`config.mk`:
```
export PLATFORM = sky130hd
export DESIGN_NAME = led_blink_sequencer
export DESIGN_NICKNAME = d
export VERILOG_FILES = /design/src/rtl/led_blink_sequencer.sv
export SDC_FILE = /design/constraint.sdc
export NUM_CORES = 1
export LEC_CHECK = 0
export ABC_AREA = 1
export BUFFER_PORTS_ARGS = -buffer_cell sky130_fd_sc_hd__clkbuf_2
export CAP_MARGIN = 20
export CORE_ASPECT_RATIO = 0.75
export CORE_MARGIN = 1.5
export CORE_UTILIZATION = 55
export CTS_BUF_LIST = sky130_fd_sc_hd__clkbuf_8
export DETAILED_ROUTE_END_ITERATION = 10
export HOLD_SLACK_MARGIN = 0.03
export PLACE_DENSITY = 0.72
export SLEW_MARGIN = 25
export SYNTH_ARGS = -nofsm -noshare
export SYNTH_HDL_FRONTEND = slang
export SYNTH_SLANG_ARGS = --single-unit
```
`constraint.sdc`:
```
create_clock -name clk -period 5.05 [get_ports clk]
set_input_delay 0 -clock clk [delete_from_list [all_inputs] [get_ports clk]]
set_output_delay 0 -clock clk [all_outputs]
set_load 0.02 [all_outputs]
```
`src/rtl/led_blink_sequencer.sv`:
```
// LED blinker: manual rate select from sw, or an 8-step auto sequence from a small pattern memory.
// Optional macro BLINK_SEQ_LOOP_EN: auto sequence wraps step 7 -> 0 instead of stopping in DONE.
module led_blink_sequencer #(
  parameter logic [31:0] BASE_DIV     = 32'd3840000000,
  parameter int unsigned HOLD_TOGGLES = 4
) (
  input  logic       clk,
  input  logic       rst_n,
  input  logic [3:0] sw,
  input  logic       mode,
  input  logic       start,
  input  logic       stop,
  input  logic       seq_we,
  input  logic [2:0] seq_addr,
  input  logic [3:0] seq_data,
  output logic       led,
  output logic       busy,
  output logic       seq_done,
  output logic [2:0] step_idx,
  output logic [3:0] cur_code
);
  typedef enum logic [1:0] {IDLE, MANUAL, RUN, DONE} state_t;
  typedef logic [15:0][31:0] per_tab_t;

  // Table holds P(c)-1 so the divider compares directly against the counter.
  function automatic per_tab_t build_tab();
    per_tab_t    t;
    logic [31:0] p;
    t[0] = '0;
    for (int c = 1; c < 16; c++) begin
      p    = BASE_DIV / 32'(c);
      t[c] = (p == 32'd0) ? 32'd0 : p - 32'd1;
    end
    return t;
  endfunction

  localparam per_tab_t        PER_M1   = build_tab();
  localparam logic [7:0]      HOLD_M1  = 8'(HOLD_TOGGLES - 1);
  localparam logic [7:0][3:0] MEM_INIT = {4'd2, 4'd4, 4'd8, 4'd15, 4'd8, 4'd4, 4'd2, 4'd1};

  state_t          state, state_nxt;
  logic [1:0][3:0] sw_sync;
  logic [7:0][3:0] mem;
  logic [3:0]      step_code, code_q;
  logic [31:0]     cnt;
  logic [7:0]      tcnt;
  logic            led_q;
  logic            step_load;
  logic [2:0]      load_idx;
  logic            code_chg, toggle, step_done;

  assign code_chg  = (cur_code != code_q);
  assign toggle    = (cur_code != 4'd0) && !code_chg && (cnt == PER_M1[cur_code]);
  assign step_done = (step_code == 4'd0) || (toggle && (tcnt == HOLD_M1));
  assign led       = led_q & (cur_code != 4'd0);

  always_ff @(posedge clk or negedge rst_n) begin
    if (!rst_n) state <= IDLE;
    else        state <= state_nxt;
  end

  always_comb begin
    state_nxt = state;
    step_load = 1'b0;
    load_idx  = step_idx;
    if (stop) state_nxt = IDLE;
    else begin
      case (state)
        IDLE: begin
          if (!mode) state_nxt = MANUAL;
          else if (start) begin
            state_nxt = RUN;
            step_load = 1'b1;
            load_idx  = 3'd0;
          end
        end
        MANUAL: if (mode) state_nxt = IDLE;
        RUN: begin
          if (step_done) begin
            if (step_idx == 3'd7) begin
`ifdef BLINK_SEQ_LOOP_EN
              step_load = 1'b1;
              load_idx  = 3'd0;
`else
              state_nxt = DONE;
`endif
            end else begin
              step_load = 1'b1;
              load_idx  = step_idx + 3'd1;
            end
          end
        end
        DONE: begin
          if (start) begin
            state_nxt = RUN;
            step_load = 1'b1;
            load_idx  = 3'd0;
          end
        end
        default: state_nxt = IDLE;
      endcase
    end
  end

  always_comb begin
    busy     = 1'b0;
    seq_done = 1'b0;
    cur_code = 4'd0;
    case (state)
      MANUAL:  cur_code = sw_sync[1];
      RUN: begin
        busy     = 1'b1;
        cur_code = step_code;
      end
      DONE:    seq_done = 1'b1;
      default: ;
    endcase
  end

  always_ff @(posedge clk or negedge rst_n) begin
    if (!rst_n) sw_sync <= '0;
    else        sw_sync <= {sw_sync[0], sw};
  end

  always_ff @(posedge clk or negedge rst_n) begin
    if (!rst_n)      mem <= MEM_INIT;
    else if (seq_we) mem[seq_addr] <= seq_data;
  end

  // Step code is latched at load, so writes to the active address wait for its next load.
  always_ff @(posedge clk or negedge rst_n) begin
    if (!rst_n) begin
      step_idx  <= '0;
      step_code <= '0;
      tcnt      <= '0;
    end else if (step_load) begin
      step_idx  <= load_idx;
      step_code <= mem[load_idx];
      tcnt      <= '0;
    end else if (state == RUN && toggle) begin
      tcnt <= tcnt + 8'd1;
    end
  end

  // A load coincides with the final toggle, so code_q tracks it to avoid a second clear.
  always_ff @(posedge clk or negedge rst_n) begin
    if (!rst_n) begin
      cnt    <= '0;
      led_q  <= 1'b0;
      code_q <= '0;
    end else begin
      code_q <= step_load ? mem[load_idx] : cur_code;
      if (cur_code == 4'd0) begin
        cnt   <= '0;
        led_q <= 1'b0;
      end else if (code_chg) begin
        cnt <= '0;
      end else if (toggle) begin
        cnt   <= '0;
        led_q <= ~led_q;
      end else begin
        cnt <= cnt + 32'd1;
      end
    end
  end
endmodule

```
==> Flow_metrics.wiki <==
{| class="wikitable"
! Metric !! Value
|-
| Depth of the worst register-to-register path || 21
|-
| Inserted Clock Buffers || 9
|-
| Switching power of the nets || 1.36 mW
|-
| Core Box Area || 0.0111 sq mm
|-
| Vias in the first global route || between 5000 and 6000
|-
| Synth Instances || approximately 900
|-
| Routed vias || approximately 6100
|-
| Num Clock Sinks || 94
|-
| Clock slew at reported path FFs || about 0.1 ns
|-
| Net count, final || 959
|-
| Post-layout utilization of the core || a little over 60%
|-
| GRT overflow || 0
|-
| CTS tree || built
|-
| Total routed wirelength || ~17 mm
|-
| Footprint of the flip-flops and latches || 0.00237 sq mm
|-
| Setup violations, final || 0
|-
| Avg Inst Size Synth || about 7.0 sq um
|-
| Critical-path cell with the highest stage delay || sky130_fd_sc_hd__dfrtp_1
|-
| Root buffer selected by CTS || sky130_fd_sc_hd__clkbuf_8
|-
| Max-cap check violation count || 0
|-
| Post-Route Skew || 0.0104 ns
|-
| Flip-flop and latch count after synthesis || 94
|-
| Filler cells || 1025
|-
| Fraction of registers with async set or reset after synthesis || between 90% and 100%
|-
| Ys flop type || sky130_fd_sc_hd__dfrtp_1
|-
| I/O pins || 27
|-
| DR DRC count || 0
|-
| Reg2Reg Launch Point || state[0]
|-
| I/O Buffers || 26
|-
| Tmin final || 4.70 ns
|-
| Final design area excluding fillers || 0.00675 sq mm
|-
| Critical-path maximum fanout || 21
|-
| Comb pwr share || approximately 50%
|-
| Element type at the critical path end || flip-flop
|-
| Internal power || around 1.5 mW
|-
| Net count of the mapped netlist || slightly above 900
|-
| End of the worst register-to-register path || cnt[6]
|-
| CTS H-tree lvls || 3
|-
| Layout cells sized above 1 || about a tenth
|-
| Worst rel slew slack || 48.3%
|-
| Last weighted congestion value of the routability-driven placer || roughly 1.0
|-
| Cells along the critical path || inv_1, ha_1, nand2_1, nand2_1, nand2_1, inv_1, ha_1, inv_1, nand3_1, nand2_1, nand2_1, nand2_1, nand3_1, nor3_1, nand2_1, nor4_1, nand4_1, inv_1, nor2_1, clkinvlp_4, nor3b_1
|-
| Setup slack on the worst flop-to-flop path || approximately 0.35 ns
|-
| CP delay by family, top || simple AND/OR/NAND/NOR gates
|-
| Global-route wire length before repair || roughly 28 mm
|-
| Critical path type || reg -> reg
|-
| Final-report hold violation count || 0
|-
| Number of enable flip-flop cells after synthesis || 0
|-
| Average wire length per cell after detail routing || around 16 microns
|-
| Die Area || 0.0121 sq mm
|-
| Portion of total power attributed to the clock network || ~16%
|-
| Most frequent cell on the critical path || sky130_fd_sc_hd__nand2_1
|-
| Startpoint types || flip-flop
|-
| Power share of the sequential group || between 30% and 40%
|-
| Max-slew violation count || 0
|-
| Setup_tns || 0 ns
|-
| Ant diodes || 0
|-
| DRT Pass-1 Iters || 5
|-
| Total Routing Usage GR || between 20% and 30%
|-
| Summed instance area of the synthesized netlist || ~0.0063 sq mm
|-
| Placement Rows || 33
|-
| Worst min path class || in -> reg
|-
| Overall die height || ~96 microns
|-
| Area added between synthesis and finish || 7.02%
|-
| Lkg Pwr || about 3.3 nW
|-
| Unrepaired setup endpoints after global routing || false
|-
| Achievable frequency || ~210 MHz
|-
| Maximum number of pins on one net before global-route repair || 59
|-
| Critical path's largest stage delay || about 0.46 ns
|-
| VDD IR max || ~240 uV
|-
| Post-CTS Repair Setup Buffers || 0
|-
| Result of the run || completed
|-
| Power per cell area || roughly 430 mW/mm^2
|-
| Portion of the post-synthesis area used by sequential elements || a little under two fifths
|-
| Number of non-filler instances in the completed layout || 1071
|-
| Count of synthesis-stage warnings from yosys || 0
|-
| Starting density of the core || ~57%
|-
| Hold EP || mem[28]
|-
| Critical path data required time || about 5.3 ns
|-
| Placed cell area || between 0.006 and 0.007 sq mm
|-
| Worst endpoint data arrival time || 4.95 ns
|-
| Area occupied by multi-input gates || around 0.0034 sq mm
|-
| Hold Worst Slack || 0.0526 ns
|-
| Sw Share || between 40% and 50%
|-
| Die width || roughly 130 microns
|-
| Pin slew with the least headroom to its limit || around 0.78 ns
|-
| Hold Path Stages || 3
|-
| Number of design-rule violations left by the first detailed-router iteration || 770
|-
| Initial antenna violation count || 0
|-
| Post-detail-place hpwl || between 10 and 15 mm
|-
| Dpl cells || roughly 1000
|-
| Hold path startpoint || seq_data[0]
|-
| Vias per cell || 5.74
|-
| Clock latency at the later pin of the worst-skew pair || ~0.37 ns
|-
| CP Buf/Inv Count || 5
|-
| Number of distinct library cells after synthesis || 41
|-
| Largest buffer count on any clock path || 2
|-
| Post-route clock period utilization || between 90 and 100%
|-
| ANT nets after route || 0
|}
## worst register-to-register path: stages (launching register included)
cell and delay [ns]:
sky130_fd_sc_hd__dfrtp_1 0.46, sky130_fd_sc_hd__inv_1 0.12, sky130_fd_sc_hd__ha_1 0.29, sky130_fd_sc_hd__nand2_1 0.10, sky130_fd_sc_hd__nand2_1 0.10, sky130_fd_sc_hd__nand2_1 0.27, sky130_fd_sc_hd__inv_1 0.19, sky130_fd_sc_hd__ha_1 0.36
sky130_fd_sc_hd__inv_1 0.10, sky130_fd_sc_hd__nand3_1 0.18, sky130_fd_sc_hd__nand2_1 0.18, sky130_fd_sc_hd__nand2_1 0.07, sky130_fd_sc_hd__nand2_1 0.08, sky130_fd_sc_hd__nand3_1 0.09, sky130_fd_sc_hd__nor3_1 0.19, sky130_fd_sc_hd__nand2_1 0.08
sky130_fd_sc_hd__nor4_1 0.40, sky130_fd_sc_hd__nand4_1 0.40, sky130_fd_sc_hd__inv_1 0.33, sky130_fd_sc_hd__nor2_1 0.16, sky130_fd_sc_hd__clkinvlp_4 0.34, sky130_fd_sc_hd__nor3b_1 0.10
## worst max-delay path by stage
stage / from / end / slack (ns) / cells after the start
after floorplan: state[0] / code_q[0] / 1.39 / 28
after global placement: state[0] / cnt[22] / 0.49 / 19
after detailed placement: state[0] / cnt[2] / 0.35 / 21
after CTS: state[0] / cnt[6] / 0.34 / 21
after global routing: state[0] / cnt[2] / 0.004 / 21
final: state[0] / cnt[6] / 0.35 / 21
## cells in the mapped netlist (2+ instances only)
library cell / count / area (sq um)
sky130_fd_sc_hd__nand2_2: 14 / 87.6
sky130_fd_sc_hd__xor2_1: 16 / 140
sky130_fd_sc_hd__nand4_2: 2 / 25.0
sky130_fd_sc_hd__buf_4: 5 / 37.5
sky130_fd_sc_hd__or4_1: 2 / 15.0
sky130_fd_sc_hd__buf_2: 6 / 30.0
sky130_fd_sc_hd__nor3b_1: 4 / 30.0
sky130_fd_sc_hd__nand3b_1: 4 / 30.0
sky130_fd_sc_hd__xnor2_1: 4 / 35.0
sky130_fd_sc_hd__dfrtp_1: 83 / 2080
sky130_fd_sc_hd__ha_1: 16 / 200
sky130_fd_sc_hd__nor2_1: 79 / 297
sky130_fd_sc_hd__nand4_1: 26 / 163
sky130_fd_sc_hd__o21ai_0: 42 / 210
sky130_fd_sc_hd__dfstp_2: 11 / 289
sky130_fd_sc_hd__nor4_1: 9 / 56.3
sky130_fd_sc_hd__inv_1: 89 / 334
sky130_fd_sc_hd__nand3_2: 4 / 40.0
sky130_fd_sc_hd__nand3_1: 138 / 691
sky130_fd_sc_hd__buf_6: 6 / 67.6
sky130_fd_sc_hd__nand2_1: 268 / 1010
sky130_fd_sc_hd__nor3_1: 24 / 120
sky130_fd_sc_hd__a21oi_1: 17 / 85.1
sky130_fd_sc_hd__o31ai_1: 4 / 30.0
sky130_fd_sc_hd__a211oi_1: 3 / 22.5
sky130_fd_sc_hd__clkbuf_1: 2 / 7.51
sky130_fd_sc_hd__nand2_4: 4 / 45.0
## power by group through the flow
stage               combinational, mW  clock, mW  sequential, mW
CTS                              1.41      0.488           0.956
floorplan                        1.13          0           0.954
detailed placement               1.39          0           0.970
global placement                 1.37          0           0.964
global route                     1.61      0.510           0.969
finish                           1.45      0.471           0.958
## area by class of cell
cell class / count / area share [%]
Sequential cell: 94 / 35.1
Clock buffer: 9 / 1.84
Inverter: 92 / 5.23
Tap cell: 140 / 2.60
Timing Repair Buffer: 40 / 3.97
Multi-Input combinational cell: 689 / 50.6
Clock inverter: 7 / 0.742
## sequential cells by signal, indices dropped and copies added, names as in the netlist
signal / cells
cnt: 32
code_q: 4
led_q: 1
mem: 32
state: 2
step_code: 4
step_idx: 3
sw_sync: 8
tcnt: 8
## cell families after synthesis
kind of cell             after synthesis  share of synthesized area [%]
buffers and inverters                113                           8.35
adder cells (fa/ha/maj)               16                           3.17
AO/OA/AOI/OAI                         72                           6.39
flip-flops                            94                           37.5
AND/OR/NAND/NOR                      581                           41.8
XOR/XNOR                              20                           2.78
## placed cells by master, fill, tap and decap left out, drive strengths merged, types with 11 or more instances in the layout
cell type / count
a21oi: 17
clkbuf: 34
dfrtp: 83
dfstp: 11
dlygate4sd3: 12
ha: 16
inv: 96
nand2: 286
nand3: 143
nand4: 28
nor2: 80
nor3: 24
o21ai: 45
xor2: 16
## per-layer routing
layer	global-route usage [%]	part of all wire (%)
met3	5.56	7.9
met5	0	0
met4	7.76	1.0
met2	43.6	43
met1	42.6	48
## metrics by stage
| stage | total power [mW] | setup WS (ns) |
|---|---|---|
| after detailed placement | 2.36 | 0.353 |
| final | 2.88 | 0.350 |
| after floorplan | 2.08 | 1.39 |
| after global placement | 2.33 | 0.491 |
| after global routing | 3.09 | 0.00415 |
| after CTS | 2.86 | 0.336 |
## what timing repair did
item                                    CTS  global route
hold buffers                             12             0
hold endpoints to repair                 51             0
resized for setup                         0             1
endpoints found under the setup margin    0            21
(Power assumes the default switching activity.)
